<file path="src/rtl/mul_div_unit.sv">
// Multi-cycle HI/LO multiply/divide unit: radix-2 shift-add multiply and restoring divide,
// WIDTH iterations plus one sign-fix cycle, with direct HI/LO writes while idle.
module mul_div_unit #(
    parameter int unsigned WIDTH = 32,
    parameter int unsigned CNT_W = 6
) (
    input  logic             clk,
    input  logic             reset,
    input  logic             start,
    input  logic [1:0]       md_ctrl,
    input  logic [WIDTH-1:0] srca,
    input  logic [WIDTH-1:0] srcb,
    input  logic [1:0]       hilo_we,
    input  logic [WIDTH-1:0] wdata,
    output logic             busy,
    output logic             done,
    output logic [WIDTH-1:0] hi,
    output logic [WIDTH-1:0] lo
);

    typedef enum logic [1:0] {StIdle, StCalc, StFix} state_e;

    state_e             state_q, state_d;
    logic [CNT_W-1:0]   cnt_q, cnt_d;
    logic [WIDTH-1:0]   m_q, m_d;
    logic [2*WIDTH-1:0] p_q, p_d;
    logic               is_div_q, is_div_d;
    logic               div_zero_q, div_zero_d;
    logic               neg_q, neg_d;
    logic               rem_neg_q, rem_neg_d;
    logic [WIDTH-1:0]   hi_q, hi_d;
    logic [WIDTH-1:0]   lo_q, lo_d;
    logic               busy_q;
    logic               done_q, done_d;

    logic               is_signed;
    logic               a_neg, b_neg;
    logic [WIDTH-1:0]   a_mag, b_mag;
    logic [WIDTH:0]     mul_sum;
    logic [WIDTH:0]     div_sh;
    logic [WIDTH:0]     div_diff;
    logic [2*WIDTH-1:0] prod_fix;
    logic [WIDTH-1:0]   quo_fix;
    logic [WIDTH-1:0]   rem_fix;

    always_comb begin
        is_signed = ~md_ctrl[0];
        a_neg     = is_signed & srca[WIDTH-1];
        b_neg     = is_signed & srcb[WIDTH-1];
        a_mag     = a_neg ? -srca : srca;
        b_mag     = b_neg ? -srcb : srcb;

        // Multiply: p holds {partial product high, remaining multiplier bits}.
        mul_sum  = {1'b0, p_q[2*WIDTH-1:WIDTH]} + {1'b0, (p_q[0] ? m_q : '0)};
        // Divide: p holds {partial remainder, dividend bits shifting into quotient bits}.
        div_sh   = {p_q[2*WIDTH-1:WIDTH], p_q[WIDTH-1]};
        div_diff = div_sh - {1'b0, m_q};

        prod_fix = neg_q ? -p_q : p_q;
        quo_fix  = neg_q ? -p_q[WIDTH-1:0] : p_q[WIDTH-1:0];
        rem_fix  = rem_neg_q ? -p_q[2*WIDTH-1:WIDTH] : p_q[2*WIDTH-1:WIDTH];
    end

    always_comb begin
        state_d    = state_q;
        cnt_d      = cnt_q;
        m_d        = m_q;
        p_d        = p_q;
        is_div_d   = is_div_q;
        div_zero_d = div_zero_q;
        neg_d      = neg_q;
        rem_neg_d  = rem_neg_q;
        hi_d       = hi_q;
        lo_d       = lo_q;
        done_d     = 1'b0;

        unique case (state_q)
            StIdle: begin
                if (hilo_we[1]) hi_d = wdata;
                if (hilo_we[0]) lo_d = wdata;
                if (start) begin
                    state_d    = StCalc;
                    cnt_d      = '0;
                    is_div_d   = md_ctrl[1];
                    div_zero_d = (srcb == '0);
                    neg_d      = a_neg ^ b_neg;
                    rem_neg_d  = a_neg;
                    if (md_ctrl[1]) begin
                        m_d = b_mag;
                        p_d = {{WIDTH{1'b0}}, a_mag};
                    end else begin
                        m_d = a_mag;
                        p_d = {{WIDTH{1'b0}}, b_mag};
                    end
                end
            end
            StCalc: begin
                cnt_d = cnt_q + CNT_W'(1);
                if (is_div_q) begin
                    if (!div_diff[WIDTH]) begin
                        p_d = {div_diff[WIDTH-1:0], p_q[WIDTH-2:0], 1'b1};
                    end else begin
                        p_d = {div_sh[WIDTH-1:0], p_q[WIDTH-2:0], 1'b0};
                    end
                end else begin
                    p_d = {mul_sum, p_q[WIDTH-1:1]};
                end
                if (cnt_q == CNT_W'(WIDTH - 1)) state_d = StFix;
            end
            StFix: begin
                state_d = StIdle;
                done_d  = 1'b1;
                if (is_div_q) begin
                    // Zero divisor leaves the dividend magnitude as remainder, so rem_fix == srca.
                    lo_d = div_zero_q ? '1 : quo_fix;
                    hi_d = rem_fix;
                end else begin
                    {hi_d, lo_d} = prod_fix;
                end
            end
            default: state_d = StIdle;
        endcase
    end

    always_ff @(posedge clk) begin
        if (reset) begin
            state_q    <= StIdle;
            cnt_q      <= '0;
            m_q        <= '0;
            p_q        <= '0;
            is_div_q   <= 1'b0;
            div_zero_q <= 1'b0;
            neg_q      <= 1'b0;
            rem_neg_q  <= 1'b0;
            hi_q       <= '0;
            lo_q       <= '0;
            busy_q     <= 1'b0;
            done_q     <= 1'b0;
        end else begin
            state_q    <= state_d;
            cnt_q      <= cnt_d;
            m_q        <= m_d;
            p_q        <= p_d;
            is_div_q   <= is_div_d;
            div_zero_q <= div_zero_d;
            neg_q      <= neg_d;
            rem_neg_q  <= rem_neg_d;
            hi_q       <= hi_d;
            lo_q       <= lo_d;
            busy_q     <= (state_d != StIdle);
            done_q     <= done_d;
        end
    end

    assign busy = busy_q;
    assign done = done_q;
    assign hi   = hi_q;
    assign lo   = lo_q;

endmodule

</file>
<file path="config.mk">
export PLATFORM = sky130hd
export DESIGN_NAME = mul_div_unit
export DESIGN_NICKNAME = d
export VERILOG_FILES = /design/src/rtl/mul_div_unit.sv
export SDC_FILE = /design/constraint.sdc
export NUM_CORES = 1
export LEC_CHECK = 0
export BUFFER_PORTS_ARGS = -buffer_cell sky130_fd_sc_hd__buf_2
export CORE_ASPECT_RATIO = 1.1
export CORE_MARGIN = 2
export CORE_UTILIZATION = 50
export DETAILED_ROUTE_END_ITERATION = 6
export HOLD_SLACK_MARGIN = 0.02
export PLACE_DENSITY = 0.7
export SYNTH_ARGS = -nofsm -noshare
export SYNTH_HDL_FRONTEND = slang
export SYNTH_SLANG_ARGS = --single-unit
export TNS_END_PERCENT = 100
</file>
<file path="constraint.sdc">
create_clock -name clk -period 5.3 [get_ports clk]
set_input_delay 0.265 -clock clk [delete_from_list [all_inputs] [get_ports clk]]
set_output_delay 0.265 -clock clk [all_outputs]
set_load 0.01 [all_outputs]
</file>
Yosys cells after proc, flatten, opt, wreduce, memory -nomap -nowiden
Cells that the tools add are included.
Widths: inputs -> output; s select.
Word-level totals
  register bits: 174
  latch bits: 0
  bits in writable memories: 0
  bits in read-only memories: 0
  input port bits: 103
  output and inout port bits: 66
  word-level logic and storage cells: 64
  memories kept: 0
Operators by class
  add/sub/neg operators: 8
  multipliers: 0
  div/mod/pow operators: 0
  order comparisons: 0
  equality and inequality tests: 6
  shift operators: 0
  multiplexer cells: 25
  bitwise logic cells: 4
  reductions and logical operators: 9
Operator list (count)
  $mux 32: 12
  $mux 64: 4
  $neg 32->32: 4
  $pmux 32 s2: 2
  $pmux 64 s2: 1
  $neg 64->64: 1
  $add 32x32->33: 1
  $sub 33x32->33: 1
  $logic_not 32->1: 1
  $pmux 6 s2: 1
  $reduce_and 2->1: 4
  $add 6x1->6 const B: 1
  $eq 6x5->1 const B: 1
  $mux 6: 1
  $ne 2x2->1 const B: 3
  $reduce_bool 2->1: 3
  $mux 2: 2
  $pmux 2 s2: 1
  $and 1x1->1: 2
  $eq 2x1->1 const B: 1
  $eq 2x2->1 const B: 1
  $logic_not 2->1: 1
  $mux 1: 1
  $not 1->1: 1
  $xor 1x1->1: 1

Longest topological paths before layout
Gate-level depths: netlist (run 1).
  word-level depth: 6
  gate-level depth with buffers: 15
  gate-level depth less buffers: 13

Worst setup path before layout (run 1)
No wires, ideal clock.
  kind: register to register
  start: register p_q[0]
  end: register hi_q[16], in the netlist hi[16]
  setup time: 0.070 ns
  data arrival time: 3.320 ns
  required time: 5.230 ns
  setup slack: 1.911 ns
  cell stages (with the launch flop): 16
  path buffers: 4
  period minus slack after synthesis: 3.389 ns
  cells stage by stage: dfxtp_1 clkbuf_1 inv_1 clkbuf_1 ha_1 nor2b_1 nand4_1 or4_1 buf_2 o31a_1 buf_6 nor4_4 a21oi_1 xnor2_1 a211o_1 a21oi_1
On the way
  word-level cells in the longest chain between the ends: 4
RTL lines
  start: declaration: RTL line 26  | logic [2*WIDTH-1:0] p_q, p_d;
  start signal: assignment: RTL line 143  | p_q <= p_d;
  $neg 64->64: RTL line 59  | prod_fix = neg_q ? -p_q : p_q;
  $mux 64: RTL line 59
  $mux 32: RTL line 113  | if (is_div_q) begin
  $pmux 32 s2: RTL line 77  | unique case (state_q)
  end signal: assignment: RTL line 148  | hi_q <= hi_d;
  end: declaration: RTL line 31  | logic [WIDTH-1:0] hi_q, hi_d;
No other way between the ends.
A chain may end at the register's enable or synchronous reset.

Worst setup path in the final report (run 1)
  start: register p_q[0]
  end: register p_q[57]
On the way
  word-level cells in the longest chain between the ends: 4
RTL lines
  $mux 32: RTL line 54  | mul_sum = {1'b0, p_q[2*WIDTH-1:WIDTH]} + {1'b0, (p_q[0] ? m_q : '0)};
  $add 32x32->33: RTL line 54
  $mux 64: RTL line 99  | if (is_div_q) begin
  $pmux 64 s2: RTL line 77
No other way between the ends.

==> summary.txt, run 1 <==
Status = finished clean
Layout cells sized above 1 = 12.5%
Total gr overflow = 0
Largest net degree at the start of global routing = 78
Synth warn = 0
Syn Area/Cell = 7.32 µm²
MaxCap Viol Count = 0
Mapped Cells = 1997
FFs w/ async S/R, synth = 0%
Post-synth EDFFs = 0
Final worst path period share = 72.7%
Power per cell area = 240 nW/µm²
Root buf cell = clkbuf_16
Logic pwr share = 28.5%
CTS tree = built
Grt met3 use = 3.88%
Min-delay src = wdata[4]
Fin worst setup slack = 1440 ps
Ys flop type = dfxtp_1
P_sw = 1.40 mW
Worst slack at placement = 1560 ps
Initial antenna violation count = 1
CTS max path bufs = 2
Hold_buf cts = 0
Netlist Area Pre-Place = 14600 µm²
Cts bufs inserted = 17
Vias per cell = 6.34
Flops & latches, synth = 174
Top cell type's share of synthesized area = 23.8%
CORE AREA = 28700 µm²
Placer Congestion = 0.933
Dpl hpwl = 39900 µm
Drt total wl = 52000 µm
Clock Pin Slew Worst Setup and Hold Paths = 70 ps
Vias in the first global route = 14100
DRT iter0 DRCs = 1757
Placed insts = 2422
FF/Latch Area = 3480 µm²
Final ANT Viol Nets = 0
Crit path required time = 5630 ps
Placed instance area = 15500 µm²
Layout Cells excl Fill = 2454
First-pass GRT wire length = 79900 µm
Most used routing layer = met2
Final max-slew violation count = 0
CTS Sinks = 174
P_leak = 6.66 nW
Hold Fails Final Rpt = 0
Peak VDD IR = 193 µV
Initial Util = 50.9%
Unique masters post-synth = 77
Met2 GRT Util = 52.1%
Diode count = 0
Post-CTS sizing = 0
Post-Layout Inst Area = 16100 µm²
Design internal power = 2.47 mW
Fin Clk Skew = 10.5 ps
Width of the die = 167 µm
Via count = 15600
Hold slack = 110 ps
Layout Utilization = 56.2%
R2R Path Start = p_q[0]
DRT Pass-1 Iters = 6
Avg WL per Cell = 21.2 µm
Slew @ Worst Pin = 1240 ps
RSZ-0062 raised after global routing = no
Overall Global Routing Usage = 33.0%
Reg power frac = 38.2%
Setup-failing EPs final = 0
CP max FO = 8
Multi-input gate area = 10300 µm²
H-tree depth = 4
Nets = 2247
Synthesis-to-layout area growth = 10.4%
Crit start category = register
Sw Ratio = 36.2%
Setup bufs post-CTS = 0
Critical path class = register to register
Drt drc = 0
Most area-consuming cells after synthesis = dfxtp_1, a21oi_1, xnor2_1
Kind of end point of the critical path = register
Shortest period the worst path allows = 3860 ps
Standard-cell rows = 65
Clk Latency, worst-skew pair = 450 ps
Syn nets = 2171
Setup TNS = 0 ps
Yosys top cell by area = dfxtp_1
Maximum operating frequency = 0.259 GHz
Clock share of power = 33.3%
Crit. Startpoint = p_q[0]
Die H = 183 µm
Worst Path Arrival = 4190 ps
# IOs = 169
GR met1 Demand/Resource = 45.2%
Total die area = 30600 µm²
Pwr Total = 3.88 mW
Seq/Total Area, Yosys = 23.8%
IO Port Bufs = 168
Fill cells = 2838
Min-Delay Path Class = input pin to register
Relative slew slack = 17.3%
path summary, 6_finish.rpt:
check | cells after the start | slack (ps) | to
setup / recovery | 13 | 1440 | p_q[57]
hold reg to reg | 2 | 450 | lo[7]
hold / removal | 3 | 110 | hi[4]
setup reg to reg | 13 | 1440 | p_q[57]
layer usage:
metal  wire (µm)  vias up
met5           9        -
met4        2420        2
met3        3620      125
met2       23400      706
met1       22500     7359
li1            -     7375
synthesized netlist by cell type (18+ instances only):
| master | instances |
|---|---|
| o21ai_0 | 133 |
| dfxtp_1 | 174 |
| nand2b_1 | 24 |
| nor4_1 | 18 |
| o211ai_1 | 46 |
| clkbuf_1 | 110 |
| o221ai_1 | 22 |
| inv_1 | 69 |
| o31ai_1 | 23 |
| mux2i_1 | 59 |
| nor2_1 | 227 |
| a22oi_1 | 24 |
| nand3_1 | 30 |
| nor3_1 | 44 |
| ha_1 | 69 |
| a21oi_1 | 196 |
| a21o_1 | 26 |
| xor2_1 | 66 |
| nand2_1 | 213 |
| a211oi_1 | 41 |
| xnor2_1 | 104 |
worst max-delay path, cell delays in order, from the launching register on:
cell and delay (ps):
dfxtp_1 500, and2_1 180, ha_1 180, inv_1 60, fa_1 380, nand2b_1 200, a21oi_1 230, nor4b_1 140
o41ai_1 750, a211oi_1 250, nor4_1 360, mux2i_1 220, nand2_1 70, a211o_1 220
sequential cells by signal, summed over array words and instances, names as in the netlist, 2 cells and up:
| name | cells |
|---|---|
| cnt_q | 6 |
| p_q | 64 |
| m_q | 32 |
| lo | 32 |
| state_q | 2 |
| hi | 32 |
logic make-up after synthesis:
| family | count (synthesis) | share of synthesized area (%) |
|---|---|---|
| and+or+nand+nor | 672 | 21.3 |
| AOI/OAI and AO/OA | 643 | 28.3 |
| buffers and inverters | 199 | 5.47 |
| DFF | 174 | 23.8 |
| xor gates and xnor gates | 170 | 10.2 |
| adders and majority gates | 71 | 6.18 |
| muxes | 68 | 4.74 |
cells in the final DEF, fill, tap and decap left out, drive strengths merged, types with 10 or more instances in the layout:
| master | Yosys | routed |
|---|---|---|
| buf | 19 | 187 |
| a21o | 26 | 26 |
| a21oi | 196 | 196 |
| clkbuf | 111 | 18 |
| nand3 | 30 | 30 |
| o211ai | 46 | 46 |
| a31oi | 16 | 16 |
| or3 | 15 | 15 |
| nor2 | 227 | 227 |
| or2 | 14 | 14 |
| o21a | 13 | 13 |
| o21ai | 134 | 134 |
| o41ai | 11 | 11 |
| nor2b | 11 | 11 |
| nand4 | 11 | 11 |
| o221ai | 22 | 22 |
| nand2b | 24 | 24 |
| nand2 | 213 | 213 |
| a22oi | 24 | 24 |
| ha | 69 | 69 |
| mux2i | 59 | 59 |
| dfxtp | 174 | 174 |
| o31ai | 23 | 23 |
| inv | 69 | 76 |
| o22ai | 10 | 10 |
| a211oi | 41 | 41 |
| and2 | 14 | 14 |
| and3 | 14 | 14 |
| xor2 | 66 | 66 |
| or4 | 12 | 12 |
| xnor2 | 104 | 104 |
| nor3 | 44 | 44 |
| nor4 | 19 | 19 |
layout make-up:
class                      count  area share (%)
clock buffer                  18            2.66
clock inverter                14           0.947
inverter                      69            1.61
multi-input combinational   1624            64.1
sequential                   174            21.6
tap                          368            2.86
timing repair buffer         187            6.19
power groups by stage:
stage	Combinational, mW	Sequential (mW)	Clock (mW)
final	1.10	1.48	1.29
after detailed placement	1.08	1.51	0
after global routing	1.20	1.49	1.36
after CTS	1.08	1.48	1.30
after floorplan	0.745	1.48	0
after global placement	1.07	1.50	0
(Power assumes the default switching activity.)
==> run 2: changes to the inputs <==
--- a/config.mk
+++ b/config.mk
@@ -5,13 +5,14 @@
 export SDC_FILE = /design/constraint.sdc
 export NUM_CORES = 1
 export LEC_CHECK = 0
+export ABC_AREA = 1
 export BUFFER_PORTS_ARGS = -buffer_cell sky130_fd_sc_hd__buf_2
 export CORE_ASPECT_RATIO = 1.1
 export CORE_MARGIN = 2
 export CORE_UTILIZATION = 50
 export DETAILED_ROUTE_END_ITERATION = 6
 export HOLD_SLACK_MARGIN = 0.02
-export PLACE_DENSITY = 0.7
+export PLACE_DENSITY = 0.72
 export SYNTH_ARGS = -nofsm -noshare
 export SYNTH_HDL_FRONTEND = slang
 export SYNTH_SLANG_ARGS = --single-unit
==> constraint.sdc (replaced) <==
create_clock -name clk -period 3.35 [get_ports clk]
set_input_delay 0.1675 -clock clk [delete_from_list [all_inputs] [get_ports clk]]
set_output_delay 0.1675 -clock clk [all_outputs]
set_load 0.01 [all_outputs]
==> run 2 against run 1 <==
Effect of this change: non-clock buffer count grew 41; final cell count rose by 54%; first-iteration DRC count increased by 29%; wire length is 46% higher; synthesized cell count grew 60%; area after synthesis grew 21%; clock power up 56%; clock skew up 7.3 ps; register-to-register slack worse by 1000 ps; core utilization shrank 0.12 points; combinational power rose to 2.9 times the previous value; flip-flop and latch count is the same.
==> summary.txt, run 2 <==
Largest net degree at the start of global routing = 69
CTS max path bufs = 2
Slew @ Worst Pin = 1010 ps
Worst slack at placement = 532 ps
Most frequent CP cell = nand3_1
Clk Latency, worst-skew pair = 480 ps
Vias in the first global route = 20100
Status = finished clean
Hold slack = 38.1 ps
Final ANT Viol Nets = 0
Worst path max stage delay = 600 ps
Main combinational cell family by area after synthesis = simple AND/OR/NAND/NOR gates
Layout Utilization = 56.0%
Synth warn = 0
Top cell type's share of synthesized area = 19.7%
Critical path class = register to register
Clock Pin Slew Worst Setup and Hold Paths = 80 ps
CP max FO = 9
Most area-consuming cells after synthesis = dfxtp_1, nand2_1, inv_1
Die H = 201 µm
Final max-slew violation count = 0
Post-Layout Inst Area = 19600 µm²
Placed insts = 3727
P_leak = 10.2 nW
Post-synthesis compound-gate area fraction = 20.0%
Min-Delay Path Class = input pin to register
Synth Area in XOR/XNOR = 3.07%
Layout cells sized above 1 = 9.05%
Max reg flops = 64
Dpl hpwl = 60800 µm
Standard-cell rows = 72
Post-CTS sizing = 0
Total die area = 36900 µm²
CTS tree = built
Seq/Total Area, Yosys = 19.7%
Final worst path period share = 87.0%
Flops & latches, synth = 174
Post-Synth Adder-Cell Area = 5.11%
Ys flop type = dfxtp_1
Cts bufs inserted = 17
Initial antenna violation count = 0
Initial Util = 50.5%
DRT iter0 DRCs = 2265
Crit path required time = 3750 ps
IO Port Bufs = 168
Simple-Gate Fraction of Synth Area = 39.0%
Commonest cells post-synth = nand2_1, inv_1, nand3_1, nor2_1, a21oi_1
Root buf cell = clkbuf_16
CP Cell Sequence = inv_1 > ha_1 > inv_1 > nor2_1 > nand2_1 > nor2_1 > a21oi_1 > nor3_1 > nand3_1 > nand3_1 > nand3_1 > a21oi_1
FF/Latch Area = 3480 µm²
Count leader, synth = nand2_1
Setup-failing EPs final = 0
Yosys top cell by area = dfxtp_1
Mux cell area share after synthesis = 0%
CTS Sinks = 174
Layout Cells excl Fill = 3769
Unique masters post-synth = 52
First-pass GRT wire length = 114000 µm
Drt drc = 0
CORE AREA = 35000 µm²
Fin Clk Skew = 17.8 ps
Mapped Cells = 3188
Diode count = 0
Avg WL per Cell = 20.1 µm
H-tree depth = 4
DRT Pass-1 Iters = 7
Shortest period the worst path allows = 2910 ps
MaxCap Viol Count = 0
Multi-input gate area = 11900 µm²
Vias per cell = 5.85
Kind of end point of the critical path = register
Synthesis-to-layout area growth = 11.0%
Commonest non-fill, non-tap cells in the layout = nand2_1, inv_1, nand3_1
Overall Global Routing Usage = 40.3%
Top reg by flops = p_q
Hold_buf cts = 10
Worst Path Arrival = 3310 ps
Syn nets = 3362
Pwr Total = 7.59 mW
Most common cell after layout, fill and taps aside = nand2_1
Crit-path slowest cell = nor3_1
Setup TNS = 0 ps
Maximum operating frequency = 0.343 GHz
Post-synth EDFFs = 0
Peak VDD IR = 414 µV
Width of the die = 183 µm
FFs w/ async S/R, synth = 0%
Fin worst setup slack = 436 ps
Placed instance area = 19000 µm²
Power per cell area = 387 nW/µm²
RSZ-0062 raised after global routing = no
Syn Area/Cell = 5.55 µm²
# IOs = 169
Total gr overflow = 0
Relative slew slack = 32.3%
Hold Fails Final Rpt = 0
Drt total wl = 75600 µm
Fill cells = 3772
Via count = 22100
Nets = 3486
Placer Congestion = 1.03
Setup bufs post-CTS = 0
Netlist Area Pre-Place = 17700 µm²
Crit start category = register
-- run 2: cell count changes in the layout (fill, tap and decap cells not counted), sizes merged, moves of 39 or more --
| cell | delta |
|---|---|
| inv | +406 |
| xnor2 | -95 |
| nand2 | +690 |
| mux2i | -59 |
| nand3 | +307 |
| o21ai | +138 |
| a211oi | -39 |
| nor2 | +52 |
| a21oi | +70 |
-- run 2: cell families after synthesis --
kind of cell	Yosys count
compound gates	652
xor+xnor	62
fa+ha+maj	71
buf+inv	601
flops	174
simple gates	1628
-- run 2: worst paths after layout --
kind / start / to / slack [ps] / cells past startpoint
max: p_q[32] / hi[30] / 440 / 12
max reg2reg: p_q[32] / hi[30] / 440 / 12
min: wdata[4] / lo[4] / 40 / 3
min reg2reg: cnt_q[5] / cnt_q[5] / 470 / 1
-- run 2: routing by layer --
metal | up-vias | wire (µm) | GRT usage, %
li1 | 10600 | - | -
met1 | 10100 | 30100 | 50.6
met2 | 1124 | 34800 | 66.2
met3 | 225 | 5900 | 5.63
met4 | 0 | 4760 | 22.6
met5 | - | 0 | 0
-- run 2: final cells by class --
| type | count | area share [%] |
|---|---|---|
| clock buffer | 18 | 2.19 |
| clock inverter | 14 | 0.707 |
| tap | 444 | 2.83 |
| sequential | 174 | 17.7 |
| multi-input combinational | 2413 | 60.6 |
| timing repair buffer | 228 | 6.77 |
| inverter | 478 | 9.14 |
-- run 2: where the power goes --
group	switching, mW	total (mW)	internal [mW]
registers	0.173	2.40	2.23
logic	2.22	3.17	0.959
clock network	1.02	2.01	0.992
total	3.41	7.59	4.18
-- run 2: worst max-delay path: cells and delay by family (launching register included) --
| kind | cells | cell delay, ps |
|---|---|---|
| simple gates | 7 | 1760 |
| flops | 1 | 410 |
| buf+inv | 2 | 250 |
| compound gates | 2 | 240 |
| fa+ha+maj | 1 | 190 |
